$ cat src/rtl/cdb_arbiter.sv
// Round-robin arbiter feeding a registered common-data-bus broadcast stage.
// Optional stall counter is built when CDB_PERF_EN is defined.
module cdb_arbiter #(
  parameter int NUM_REQ = 4,
  parameter int WIDTH   = 33,
  parameter int TAG_W   = 5
) (
  input  logic                     clk,
  input  logic                     reset,
  input  logic                     flush,
  input  logic [NUM_REQ-1:0]       req_valid,
  input  logic [NUM_REQ*WIDTH-1:0] req_data,
  input  logic [NUM_REQ*TAG_W-1:0] req_tag,
  output logic [NUM_REQ-1:0]       req_ready,
  output logic                     cdb_valid,
  output logic [WIDTH-1:0]         cdb_data,
  output logic [TAG_W-1:0]         cdb_tag,
  input  logic                     cdb_stall
`ifdef CDB_PERF_EN
  ,
  output logic [15:0]              perf_stall_cnt
`endif
);

  localparam int PTR_W = (NUM_REQ > 1) ? $clog2(NUM_REQ) : 1;

  logic [WIDTH-1:0]   data_arr [NUM_REQ];
  logic [TAG_W-1:0]   tag_arr  [NUM_REQ];
  logic [PTR_W-1:0]   rr_ptr;
  logic [PTR_W-1:0]   win_idx;
  logic [PTR_W-1:0]   next_ptr;
  logic [PTR_W-1:0]   scan_idx;
  logic [NUM_REQ-1:0] grant;
  logic               any_req;
  logic               load;
  int                 idx;

  genvar gi;
  generate
    for (gi = 0; gi < NUM_REQ; gi++) begin : g_unpack
      assign data_arr[gi] = req_data[gi*WIDTH +: WIDTH];
      assign tag_arr[gi]  = req_tag[gi*TAG_W +: TAG_W];
    end
  endgenerate

  // The grant only looks at req_valid, never at the offered data or tag.
  always_comb begin
    grant    = '0;
    win_idx  = '0;
    any_req  = 1'b0;
    idx      = 0;
    scan_idx = '0;
    for (int k = 0; k < NUM_REQ; k++) begin
      idx = int'(rr_ptr) + k;
      if (idx >= NUM_REQ) idx = idx - NUM_REQ;
      scan_idx = PTR_W'(idx);
      if (!any_req && req_valid[scan_idx]) begin
        any_req         = 1'b1;
        grant[scan_idx] = 1'b1;
        win_idx         = scan_idx;
      end
    end
  end

  assign next_ptr  = (win_idx == PTR_W'(NUM_REQ - 1)) ? '0 : win_idx + 1'b1;
  assign load      = !flush && (!cdb_valid || !cdb_stall);
  assign req_ready = (load && !reset) ? grant : '0;

  // Data/tag flops are enable-gated: they only change when a winner is captured.
  always_ff @(posedge clk or posedge reset) begin
    if (reset) begin
      cdb_valid <= 1'b0;
      cdb_data  <= '0;
      cdb_tag   <= '0;
      rr_ptr    <= '0;
    end else if (flush) begin
      cdb_valid <= 1'b0;
    end else if (load) begin
      cdb_valid <= any_req;
      if (any_req) begin
        cdb_data <= data_arr[win_idx];
        cdb_tag  <= tag_arr[win_idx];
        rr_ptr   <= next_ptr;
      end
    end
  end

`ifdef CDB_PERF_EN
  logic transfer;
  assign transfer = |(req_valid & req_ready);

  // Counts pending-but-refused cycles; survives flush, saturates at all-ones.
  always_ff @(posedge clk or posedge reset) begin
    if (reset) begin
      perf_stall_cnt <= '0;
    end else if (|req_valid && !transfer && perf_stall_cnt != 16'hFFFF) begin
      perf_stall_cnt <= perf_stall_cnt + 16'd1;
    end
  end
`endif

endmodule

$ cat config.mk
export PLATFORM = sky130hd
export DESIGN_NAME = cdb_arbiter
export DESIGN_NICKNAME = d
export VERILOG_FILES = /design/src/rtl/cdb_arbiter.sv
export SDC_FILE = /design/constraint.sdc
export NUM_CORES = 1
export LEC_CHECK = 0
export ABC_AREA = 1
export CAP_MARGIN = 15
export CELL_PAD_IN_SITES_DETAIL_PLACEMENT = 2
export CELL_PAD_IN_SITES_GLOBAL_PLACEMENT = 2
export CORE_MARGIN = 1.5
export CORE_UTILIZATION = 19
export DETAILED_ROUTE_END_ITERATION = 8
export GPL_ROUTABILITY_DRIVEN = 0
export PLACE_DENSITY = 0.91
export SLEW_MARGIN = 20
export SYNTH_ARGS = -nofsm -noshare
export SYNTH_HDL_FRONTEND = slang
export SYNTH_SLANG_ARGS = --single-unit
$ cat constraint.sdc
create_clock -name clk -period 3.1 [get_ports clk]
set_clock_uncertainty 0.15 [all_clocks]
set_input_delay 0.31 -clock clk [delete_from_list [all_inputs] [get_ports clk]]
set_output_delay 0.31 -clock clk [all_outputs]
set_load 0.005 [all_outputs]
; ---- Word-level counts from Yosys, hierarchy flattened
; Index checks and enable logic that the tools add are counted.
[totals]
register_bits = 41
latch_bits = 0
ram_bits = 0
rom_bits = 0
in_bits = 160
output_inout_bits = 43
wordCells = 92
n_memories = 0
[classes]
addsub = 8
mul = 0
div_mod_pow = 0
magnitude_cmp = 13
n_eq_ne = 1
n_shift = 0
mux = 42
bitwise_logic = 5
reduce_logical = 19
[ops]
columns = op, n
row1 = $bmux 33 s2, 1
row2 = $mux 33, 2
row3 = $mux 4, 5
row4 = $mux 2, 9
row5 = $mux 1, 14
row6 = $ge 3x3->1 const B, 4
row7 = $lt 2x3->1 const B, 4
row8 = $or 4x4->4, 3
row9 = $bmux 5 s2, 1
row10 = $mux 5, 2
row11 = $logic_and 1x1->1, 9
row12 = $bmux 1 s2, 4
row13 = $demux 1 s2, 4
row14 = $ge 2x1->1 const B, 4
row15 = $sub 2x1->2 const B, 4
row16 = $logic_not 1->1, 7
row17 = $add 2x2->3 const B, 2
row18 = $add 2x1->3 const B, 1
row19 = $ge 2x3->1 const B, 1
row20 = $not 2->3, 1
row21 = $reduce_and 3->1, 1
row22 = $add 2x1->2 const B, 1
row23 = $eq 2x2->1 const B, 1
row24 = $reduce_bool 2->1, 1
row25 = other kinds (2), 2

; ---- Longest topological paths before layout
[logic_depth]
ltp_word = 18
depth_mapped = 17
depth_no_buf = 14

; ---- Least setup slack after synthesis
; Ideal clock, no wire load.
[synth_timing]
kind = register to register
from = register rr_ptr[0]
to = register cdb_data[32]
setup_time_ps = 117
arrival_ps = 2075
slack_ps = 758
path_stages_with_launch = 17
n_path_buf = 3
period_less_slack_ps = 2342
path_cell_list = dfrtp_1 buf_6 inv_4 ha_1 inv_2 nand3_2 nand2_4 nor2_2 nor2_2 nand2_4 buf_6 buf_2 nand3_1 nand3_1 nand2_1 nand2_1 nand2_1
[synth_between]
elab_chain_len = 18
word_cells_on_any_way = 42
cone_classes = add/sub: 7 / order compare: 4 / mux: 23 / bitwise: 1 / reduce/logical: 7
[synth_lines]
columns = item, line
row1 = "start, declared", 29  ; logic [PTR_W-1:0] rr_ptr;
row2 = "start signal, assigned", 83  ; rr_ptr <= next_ptr;
row3 = branches (longest 18 deep; another with $add 2x1->3), -
row4 = "end signal, assigned", 81  ; cdb_data <= data_arr[win_idx];
row5 = "end, declared", 16  ; output logic [WIDTH-1:0] cdb_data,
; Parallel ways; which one is timed is not known. The select of a mux whose other input is x is not followed.
; A chain may end at the register's enable or synchronous reset.

; ---- Final worst setup path
[layout_timing]
from = register rr_ptr[0]
to = output port req_ready[0]
[layout_between]
elab_chain_len = 15
word_cells_on_any_way = 60
cone_classes = add/sub: 7 / order compare: 12 / mux: 28 / bitwise: 3 / reduce/logical: 10
[layout_lines]
columns = item, line
row1 = branches (longest 13 deep; another with $add 2x1->3), -
row2 = $mux 4 *, 57  ; if (!any_req && req_valid[scan_idx]) begin
row3 = $mux 4 *, 67  ; assign req_ready = (load && !reset) ? grant : '0;
row4 = "end, declared", 14  ; output logic [NUM_REQ-1:0] req_ready,
; Mark *: on every way between the ends. The select of a mux whose other input is x is not followed.

==> qor.csv <==
metric,value,unit
synth.yosys.warnings,0,
reg2regPathDepth,12,
layout-drive-gt1-share,5.15,%
synth_top_family_by_area,simple AND/OR/NAND/NOR gates,
worstPathCellList,"inv_4, ha_4, inv_2, nand3_2, nand2_4, nor2_4, nand2_1, o21ai_0, a31oi_1, o21ai_0, nand2_1, inv_1, clkdlybuf4s50_1",
rsz0062_at_grt,false,
holdPathEnd,cdb_data[32],
initial_core_util,19.3,%
cts_tree,built,
drv_cap,0,
max_freq,346,MHz
place_ws,0.246,ns
cp_data_arrival_time,2.43,ns
synth_mux_area_share,0,%
synth_flop_cell,dfrtp_1,
synth.yosys.seq_area_share,25.5,%
worst_slack,0.206,ns
drt_iter0_drc,138,
clock-root-buffer,clkbuf_16,
numClockSinks,41,
area_delta_synth_final,61.2,%
synthDistinctLibCells,29,
wl,18400,um
syn_area_per_cell,5.64,um^2
grt_start_max_net_pins,77,
finalNetCount,1060,
place.detailed.hpwl,13700,um
synthAdderAreaFrac,2.17,%
core.rowCount,53,
ys_ff_latch,41,
antenna_left,0,
synth-compound-area-share,2.86,%
hp-class,reg2reg,
vias_per_cell,4.38,
setup_violations,0,
hold_violations,0,
wl_per_cell,15.7,um
async_flop_share,100,%
critPathTopFamily,buffers and inverters,
first_global_vias,5551,
syn_area,4030,um^2
post_cts_buffers,0,
finalCriticalPeriod,2.89,ns
grt_pass1_wl,29100,um
worstPathRequired,2.64,ns
hold_ws,0.330,ns
cpPeakStageDelay,0.50,ns
clock_latency,0.29,ns
drc_errors,0,
irDropWorstVdd,0.745,mV
rr_endpoint,cdb_data[25],
synth-simple-area-share,47.5,%
p_leak,3.54,nW
synthCells,714,
min_path_cells,2,
tns,0,ns
fp.dieArea,22100,um^2
core_area,20900,um^2
clkTransAtPathRegs,0.06,ns
vias,5119,
powerDensity,1130,nW/um^2
slew_headroom,43.5,%
slew_viol_final,0,
num_io_pins,203,
track_usage,16.7,%
dieWidth,149,um
synth_edf_count,0,
fill_cells,2551,
start_kind,flip-flop,
dr.pass1.iters,4,
run_status,"finished, final reports clean",
cts_inserted_buffers,5,
synth_xor_area_share,0,%
critPathBufInv,4,
period_share,93.3,%
min_from,cdb_data[32],
htree_levels,2,
cp_max_fo,9,
worst-r2r-setup-slack,0.42,ns
die_h,149,um
critical_path.slowest_cell,clkdlybuf4s50_1,
r2r_start,rr_ptr[1],
worst_setup_path_end_kind,primary output,
clockBufferDepth,2,
synth.net_count,881,
grt_overflow,0,
io_buffers,202,
crit_type,reg2out,
worst_pin_slew,0.847,ns
antenna_found_initial,1,
==> stage by stage <==
stage / total power [mW] / std cells / utilization, % / instance area, um^2
floorplan: 4.76 / 714 / - / 4030
global placement: 6.61 / 1161 / 30.3 / 6330
detailed placement: 6.90 / 1161 / 30.3 / 6330
CTS: 7.49 / 1169 / 31.0 / 6470
global route: 8.16 / 1170 / 31.1 / 6490
finish: 7.33 / 1170 / 31.1 / 6490
==> synthesized netlist by cell type (3+ instances only) <==
library cell / instances / area, um^2
ha_1: 7 / 87.6
inv_1: 167 / 627
a21oi_1: 6 / 30.0
inv_2: 3 / 11.3
nor2_1: 3 / 11.3
clkbuf_1: 7 / 26.3
buf_2: 22 / 110
nand3_2: 4 / 40.0
nand2_2: 6 / 37.5
o21ai_0: 5 / 25.0
dfrtp_1: 41 / 1030
nand2_4: 3 / 33.8
nand2_1: 255 / 957
nand3_1: 156 / 781
buf_6: 6 / 67.6
buf_1: 4 / 15.0
==> worst max-delay path by stage <==
stage	start	end	slack [ns]	cells past startpoint
6_report	rr_ptr[0]	req_ready[0]	0.21	13
5_1_grt	rr_ptr[1]	req_ready[1]	0.007	12
4_1_cts	rr_ptr[0]	req_ready[2]	0.02	10
3_5_place_dp	req_valid[3]	cdb_data[25]	0.25	13
3_3_place_gp	req_valid[3]	cdb_data[3]	0.40	13
2_1_floorplan	rr_ptr[0]	cdb_data[32]	0.76	16
==> cell usage in the layout (no fill, tap or decap) <==
cell type	instances
a31oi_1	1
diode_2	1
dfrtp_1	41
clkdlybuf4s50_1	202
o21ai_1	1
clkinv_2	3
nand4_4	1
inv_4	2
nand2_2	5
nor2_1	3
nand4_1	2
inv_1	165
nor2_2	1
ha_1	6
o221ai_2	1
a22oi_1	1
o22ai_1	2
ha_4	1
a21boi_0	1
o21ai_0	5
o211ai_1	1
nor2_4	1
buf_12	4
buf_4	7
nand3b_1	1
nand2_4	5
nand2_1	254
o21ai_4	1
a21oi_4	1
nand3_2	4
nand3_1	156
inv_2	4
a21oi_1	5
clkbuf_16	5
clkbuf_1	1
==> layout make-up <==
type	instances	area, um^2	area share [%]
Antenna cell	1	2.50	0.0385
Clock buffer	6	129	1.98
Inverter	172	652	10.0
Sequential cell	41	1030	15.8
Multi-Input combinational cell	460	2180	33.5
Clock inverter	2	10.0	0.154
Timing Repair Buffer	213	2150	33.2
Tap cell	275	344	5.30
==> worst register-to-register path, stage by stage, from the launching register on <==
cell and delay (ns):
dfrtp_1 0.39, inv_2 0.15, ha_4 0.25, inv_2 0.08
nand3_2 0.09, nand2_4 0.14, nand4_4 0.21, o21ai_4 0.58
buf_12 0.27, nand3_1 0.11, nand2_1 0.08, nand2_1 0.06
nand2_1 0.08
==> what timing repair did <==
item | CTS | global route
endpoints found under the setup margin | 1 | 4
hold buffers | 0 | 0
resized for setup | 1 | 3
==> sequential cells by signal (all words and copies together), names as in the netlist <==
register	count
cdb_data	33
cdb_tag	5
cdb_valid	1
rr_ptr	2
==> per-layer routing <==
metal	GRT usage (%)	part of all wire, %	vias up
met5	0	0	-
met3	3.99	5.9	14
met1	19.1	41	2488
met4	3.47	1.3	0
li1	-	-	2490
met2	31.3	52	127
==> cells by family (layout without fill, tap and decap cells) <==
logic type | Yosys count | in the layout
buffers and inverters | 213 | 393
AO/OA/AOI/OAI | 20 | 20
adder cells (fa/ha/maj) | 7 | 7
flip-flops | 41 | 41
other | 0 | 1
AND/OR/NAND/NOR | 433 | 433
==> power breakdown <==
group	switching (mW)	total (mW)	internal, mW
combinational	3.62	5.81	2.20
sequential	0.161	0.978	0.817
clock	0.241	0.538	0.297
total	4.02	7.33	3.31
Note: power is estimated with default switching activity, not from simulation.
